==> src/rtl/fminmax_stream.sv <==
// Streaming float min/max reduction with count and NaN-seen flag.
// Ports: clk, rst_n, mode, in_valid/in_ready/in_data/in_last, out_valid/out_ready/out_data/out_count/out_nan.
module fminmax_stream #(
  parameter int EXP_W = 8,
  parameter int MAN_W = 23,
  parameter int MAX_LEN = 256,
  localparam int W = 1 + EXP_W + MAN_W,
  localparam int CNT_W = $clog2(MAX_LEN + 1)
) (
  input  logic             clk,
  input  logic             rst_n,
  input  logic             mode,
  input  logic             in_valid,
  output logic             in_ready,
  input  logic [W-1:0]     in_data,
  input  logic             in_last,
  output logic             out_valid,
  input  logic             out_ready,
  output logic [W-1:0]     out_data,
  output logic [CNT_W-1:0] out_count,
  output logic             out_nan
);

  typedef enum logic [1:0] {
    IDLE,
    ACCUM,
    HOLD
  } state_t;

  localparam logic [CNT_W-1:0] CNT_MAX = CNT_W'(MAX_LEN);
  localparam logic [W-1:0] QNAN =
    {1'b0, {EXP_W{1'b1}}, 1'b1, {(MAN_W-1){1'b0}}};
  localparam logic [W-1:0] SIGN_BIT =
    {1'b1, {(W-1){1'b0}}};

  state_t           state;
  logic [W-1:0]     acc;
  logic             acc_nan;
  logic             mode_q;
  logic [CNT_W-1:0] cnt;
  logic             nan_seen;

  logic             accept;
  logic             first;
  logic             in_nan;
  logic             mode_eff;
  logic [W-1:0]     k_in;
  logic [W-1:0]     k_acc;
  logic             better;
  logic             take;
  logic [W-1:0]     acc_nxt;
  logic             acc_nan_nxt;
  logic [CNT_W-1:0] cnt_nxt;
  logic             nan_nxt;

  function automatic logic is_nan(input logic [W-1:0] x);
    return (&x[W-2:MAN_W]) && (|x[MAN_W-1:0]);
  endfunction

  // Monotone unsigned key: -0 sorts below +0.
  function automatic logic [W-1:0] key(input logic [W-1:0] x);
    return x[W-1] ? ~x : (x ^ SIGN_BIT);
  endfunction

  always_comb begin
    accept   = in_valid && in_ready;
    first    = (state == IDLE);
    in_nan   = is_nan(in_data);
    mode_eff = first ? mode : mode_q;
    k_in     = key(in_data);
    k_acc    = key(acc);
    better   = mode_eff ? (k_in > k_acc)
                        : (k_in < k_acc);
    // NaN never displaces a number; a number always displaces NaN.
    take        = first || (!in_nan && (acc_nan || better));
    acc_nxt     = take ? in_data : acc;
    acc_nan_nxt = take ? in_nan : acc_nan;
    if (first)
      cnt_nxt = CNT_W'(1);
    else if (cnt == CNT_MAX)
      cnt_nxt = cnt;
    else
      cnt_nxt = cnt + CNT_W'(1);
    nan_nxt = in_nan || (!first && nan_seen);
  end

  always_ff @(posedge clk or negedge rst_n) begin
    if (!rst_n) begin
      state     <= IDLE;
      acc       <= '0;
      acc_nan   <= 1'b0;
      mode_q    <= 1'b0;
      cnt       <= '0;
      nan_seen  <= 1'b0;
      in_ready  <= 1'b1;
      out_valid <= 1'b0;
      out_data  <= '0;
      out_count <= '0;
      out_nan   <= 1'b0;
    end else begin
      unique case (state)
        IDLE, ACCUM: begin
          if (accept) begin
            acc      <= acc_nxt;
            acc_nan  <= acc_nan_nxt;
            mode_q   <= mode_eff;
            cnt      <= cnt_nxt;
            nan_seen <= nan_nxt;
            if (in_last) begin
              state     <= HOLD;
              in_ready  <= 1'b0;
              out_valid <= 1'b1;
              out_data  <= acc_nan_nxt ? QNAN : acc_nxt;
              out_count <= cnt_nxt;
              out_nan   <= nan_nxt;
            end else begin
              state <= ACCUM;
            end
          end
        end
        HOLD: begin
          if (out_ready) begin
            state     <= IDLE;
            out_valid <= 1'b0;
            in_ready  <= 1'b1;
          end
        end
        default: begin
          state     <= IDLE;
          in_ready  <= 1'b1;
          out_valid <= 1'b0;
        end
      endcase
    end
  end

endmodule

==> config.mk <==
export PLATFORM = sky130hd
export DESIGN_NAME = fminmax_stream
export DESIGN_NICKNAME = d
export VERILOG_FILES = /design/src/rtl/fminmax_stream.sv
export SDC_FILE = /design/constraint.sdc
export NUM_CORES = 1
export LEC_CHECK = 0
export ABC_AREA = 1
export BUFFER_PORTS_ARGS = -buffer_cell sky130_fd_sc_hd__buf_2
export CELL_PAD_IN_SITES_DETAIL_PLACEMENT = 0
export CELL_PAD_IN_SITES_GLOBAL_PLACEMENT = 1
export CORE_UTILIZATION = 43
export DETAILED_ROUTE_END_ITERATION = 8
export PLACE_DENSITY_LB_ADDON = 0.25
export SLEW_MARGIN = 5
export SYNTH_ARGS = -nofsm -noshare
export SYNTH_HDL_FRONTEND = slang
export SYNTH_SLANG_ARGS = --single-unit
==> constraint.sdc <==
create_clock -name clk -period 2.9 [get_ports clk]
set_input_delay 0.435 -clock clk [delete_from_list [all_inputs] [get_ports clk]]
set_output_delay 0.435 -clock clk [all_outputs]
set_load 0.01 [all_outputs]
# == Yosys cells after proc, flatten, opt, wreduce, memory -nomap -nowiden ==
# Index checks and enable logic that the tools add are counted.
# word_totals
reg_bits,90
inputBits,38
elab_cells,62
# classes
add_sub_neg,1
magnitude_cmp,2
n_eq_ne,6
n_mux,21
n_bitwise,4
reduce_logical,17
# ops
operator,count
$mux 32,4
$not 32->32,2
$gt 32x32->1,1
$lt 32x32->1,1
$reduce_or 23->1,1
$mux 9,2
$add 9x1->9 const B,1
$eq 9x9->1 const B,1
$mux 1,9
$reduce_and 8->1,1
$mux 2,3
$ne 2x2->1 const B,3
$reduce_and 3->1,2
$logic_and 1x1->1,4
$pmux 1 s2,2
$pmux 2 s2,1
$reduce_and 2->1,2
$logic_or 1x1->1,3
$eq 2x1->1 const B,1
$eq 2x2->1 const B,1
$logic_not 1->1,2
$logic_not 2->1,1
$not 1->1,2
$reduce_or 2->1,1

# == Depth between registers and ports, before layout ==
# logic_depth
depth_word,9
ltp_mapped,23
depth_no_buf,20

# == Worst setup path after synthesis ==
# No wires, ideal clock.
# synth_timing
path_kind,input port to flip-flop
startpoint,in in_data[31]
endpoint,reg acc[2]
setup_ns,0.133
t_arrival_ns,2.609
required_ns,2.767
path_slack_ns,0.158
path_stages,15
n_path_buf,3
path_cell_list,clkbuf_1 clkbuf_1 xor2_1 ha_1 a21oi_1 o21ai_0 nand2_1 nand2_1 a21oi_1 nand3_1 nand3_2 buf_2 nand3_1 nand3_1 o21ai_0
# synth_via
elab_chain_cells,8
word_cells_on_any_way,10
classes_between,2 x order compare; 3 x mux; 2 x bitwise; 3 x reduce/logical
# synth_rtl
item,line,text
from (decl),15,"input logic [W-1:0] in_data,"
$not 1->1 (no line) / $not 32->32 (equally long branches),--,
$mux 32 *,62,return x[W-1] ? ~x : (x ^ SIGN_BIT);
$lt 32x32->1 / $gt 32x32->1 (equally long branches),"73, 72",
$mux 1 *,72,better = mode_eff ? (k_in > k_acc)
$logic_or 1x1->1 *,75,take = first || (!in_nan && (acc_nan || better));
$logic_and 1x1->1 *,75,
$logic_or 1x1->1 *,75,
$mux 32 *,76,acc_nxt = take ? in_data : acc;
to (signal assigned),104,acc <= acc_nxt;
to (decl),37,logic [W-1:0] acc;
# Every way passes the cells marked *; elsewhere a longest branch is shown, timed or not.
# A chain may end at the register's enable or synchronous reset.

# == Worst setup path in the final report ==
# layout_timing
startpoint,reg acc[31]
endpoint,reg acc[30]
# layout_via
elab_chain_cells,8
word_cells_on_any_way,10
classes_between,2 x order compare; 3 x mux; 2 x bitwise; 3 x reduce/logical
# layout_rtl
item,line
$not 1->1 (no line) / $not 32->32 (equally long branches),--
$mux 32 *,62
$lt 32x32->1 / $gt 32x32->1 (equally long branches),"73, 72"
$mux 1 *,72
$logic_or 1x1->1 *,75
$logic_and 1x1->1 *,75
$logic_or 1x1->1 *,75
$mux 32 *,76
# Marked as above.

==> results.py <==
metrics = {
    "setup_path": {
        "timing.rr.start": "acc[31]",
        "worstSetupPathType": "reg -> reg",
        "slowest_stage": "dfrtp_1",
        "cp-start-kind": "flop",
        "worst-path-stages": 17,
        "path_delay_family": "simple AND/OR/NAND/NOR gates",
        "r2r_slack_ps": 250,
        "r2r-end": "acc[30]",
        "path_max_fanout": 25,
        "cp.arrival_ps": 2850,
        "crit_buf_inv": 2,
        "cp_common_cell": "nand2_1",
        "ff2ff_path_depth": 17,
        "end_kind": "flop",
        "crit_chain": "buf_6 -> xnor2_1 -> ha_1 -> nand2_1 -> nor2_1 -> nand2_1 -> nand2_1 -> nand2_1 -> nand2_1 -> nand2_1 -> nand3_1 -> nand3_2 -> nand2_4 -> buf_12 -> nand2_1 -> nand3_1 -> o21ai_0",
        "required_ps": 3100,
        "crit_path_max_incr_delay_ps": 400,
    },
    "timing": {
        "finalClockSkew_ps": 7.38,
        "fmaxAchievable_mhz": 377,
        "finalMaxSlewViolations": 0,
        "post-route-min-period_ps": 2650,
        "relSlewSlack_pct": 55.6,
        "tns_ps": 0,
        "finalHoldViolCount": 0,
        "rsz0062_at_grt": "false",
        "setup_violations": 0,
        "tightest_slew_ps": 666,
        "finalCritPeriodShare_pct": 91.4,
    },
    "status": {
        "status": "completed",
    },
    "synth": {
        "synthCells": 752,
        "synth_seq_area_share_pct": 39.1,
        "synth_edf_count": 0,
        "synth_area_per_cell_um2": 7.66,
        "ys.flop_type": "dfrtp_1",
        "ys_warn_count": 0,
        "synth_nets": 824,
        "ys_ff_latch": 90,
        "ys_types": 34,
        "netlist_area_mm2": 0.00576,
        "async_flop_share_pct": 100,
    },
    "detailed_routing": {
        "drt_iter0_drc": 289,
        "viasPerCell": 4.99,
        "wl_per_cell_um": 13.5,
        "drc_errors": 0,
        "vias": 5013,
        "dr.pass1.iters": 5,
        "wl_mm": 13.6,
        "ant_nets": 0,
    },
    "cells_and_area": {
        "final_common_cell": "nand2_1",
        "final_layout_size_suffix_gt1_share_pct": 16.2,
        "nNetsFinal": 900,
        "layout.cells.non_filler": 1005,
        "mostFrequentLayoutCells": "nand2_1 (171), nand3_1 (119), inv_1 (100), dfrtp_1 (89), buf_2 (80)",
        "diodes": 0,
        "finalInstanceArea_mm2": 0.00675,
        "area_growth_pct": 17.2,
    },
    "floorplanning": {
        "core_mm2": 0.0128,
        "dieArea_mm2": 0.0139,
        "die_w_um": 118,
        "ios": 82,
        "start_util_pct": 44.9,
        "rows": 41,
        "die_h_um": 118,
    },
    "clock_network": {
        "htreeDepth": 3,
        "cts_hold_buf": 0,
        "clk_latency_ps": 350,
        "cts_tree": "yes",
        "root_buffer": "clkbuf_16",
        "cts_buffers": 9,
        "path_clk_slew_ps": 70,
        "max-clock-path-buffers": 2,
        "cts_sinks": 90,
    },
    "placement": {
        "hpwl_mm": 9.56,
        "post-place-cells": 986,
        "gp_congestion": 0.801,
        "dpl_cell_area_mm2": 0.00639,
        "port_buffers": 81,
    },
    "global_routing": {
        "grt_max_degree": 91,
        "antenna_found_initial": 0,
        "grt_pass1_vias": 5045,
        "grt_pass1_wl_mm": 23.4,
        "grt_remaining_overflow": 0,
        "grt_usage_pct": 20.9,
    },
    "job": {
        "drv_cap": 0,
    },
    "worst_hold_path": {
        "hp-class": "in -> async",
    },
    "power": {
        "powerDensity_mw_per_mm2": 1160,
        "power.total_mw": 7.83,
        "ir_worst_vdd_mv": 0.478,
        "p_leak_nw": 3.51,
    },
}
## metal layers
layer	global-route usage, %	share of wire (%)	wire (µm)	vias to the layer above
met1	26.1	48	6480	2342
li1	-	-	-	2562
met4	9.05	2.3	308	0
met5	0	0	0	-
met3	2.96	2.6	359	21
met2	35.8	47	6440	88
## synthesized netlist by cell type (4+ instances only)
master	instances	area, µm²
nor2_1	23	86.3
nand3_1	119	596
a21oi_1	17	85.1
ha_1	34	425
nand4_1	9	56.3
o21ai_0	56	280
clkbuf_1	17	63.8
nand2_1	171	642
buf_2	12	60.1
inv_1	100	375
or2_2	9	56.3
dfrtp_1	89	2230
xnor2_1	31	272
xor2_1	32	280
buf_6	4	45.0
## how the worst max path moves through the flow
stage,endpoint,slack [ps],startpoint
finish,acc[30],250,acc[31]
global route,acc[21],5,acc[31]
CTS,acc[17],180,acc[31]
detailed placement,acc[17],-20,in_data[31]
global placement,out_data[22],50,in_data[31]
floorplan,acc[2],160,in_data[31]
## flip-flops by register name, summed over array words and instances (netlist names)
name       flops
out_data      32
mode_q         1
out_count      9
state          2
cnt            9
acc_nan        1
out_valid      1
out_nan        1
nan_seen       1
acc           32
in_ready       1
## worst register-to-register path: stages (launching register included)
cell and delay (ps):
dfrtp_1 400, buf_6 190, xnor2_1 150, ha_1 300
nand2_1 80, nor2_1 190, nand2_1 70, nand2_1 70
nand2_1 50, nand2_1 70, nand2_1 70, nand3_1 90
nand3_2 150, nand2_4 180, buf_12 190, nand2_1 90
nand3_1 80, o21ai_0 100
## timing repair
item | 4_1_cts | 5_1_grt
gates resized for setup | 0 | 2
hold endpoints to repair | 0 | 0
setup buffers | 0 | 3
endpoints found under the setup margin | 0 | 17
## kinds of logic after synthesis
kind of cell,share of synthesized area [%]
compound gates,7.12
xor+xnor,9.58
fa+ha+maj,7.38
buf+inv,9.97
flops,39.1
mux,0.174
simple gates,26.7
## where the power goes
group | internal [mW] | total [mW] | switching (mW)
logic | 1.81 | 4.40 | 2.59
registers | 1.80 | 2.14 | 0.335
clock network | 0.786 | 1.30 | 0.513
## layout make-up
type / count / area, µm²
clock buffers: 11 / 243
clock inverters: 5 / 85.1
fillers: 1279 / 6070
inverters: 103 / 387
multi-input cells: 522 / 2930
flip-flops and latches: 90 / 2250
well taps: 172 / 215
repair buffers: 102 / 636
## through the flow
| stage | hold slack (ps) | worst slack (ps) | util [%] |
|---|---|---|---|
| global route | 165 | 5.10 | 52.6 |
| CTS | 153 | 181 | 52.4 |
| floorplan | 139 | 158 | - |
| finish | 119 | 248 | 52.6 |
| detailed placement | 461 | -15.8 | 49.9 |
| global placement | 458 | 49.2 | 49.9 |
Power figures use the tool's default switching activity.
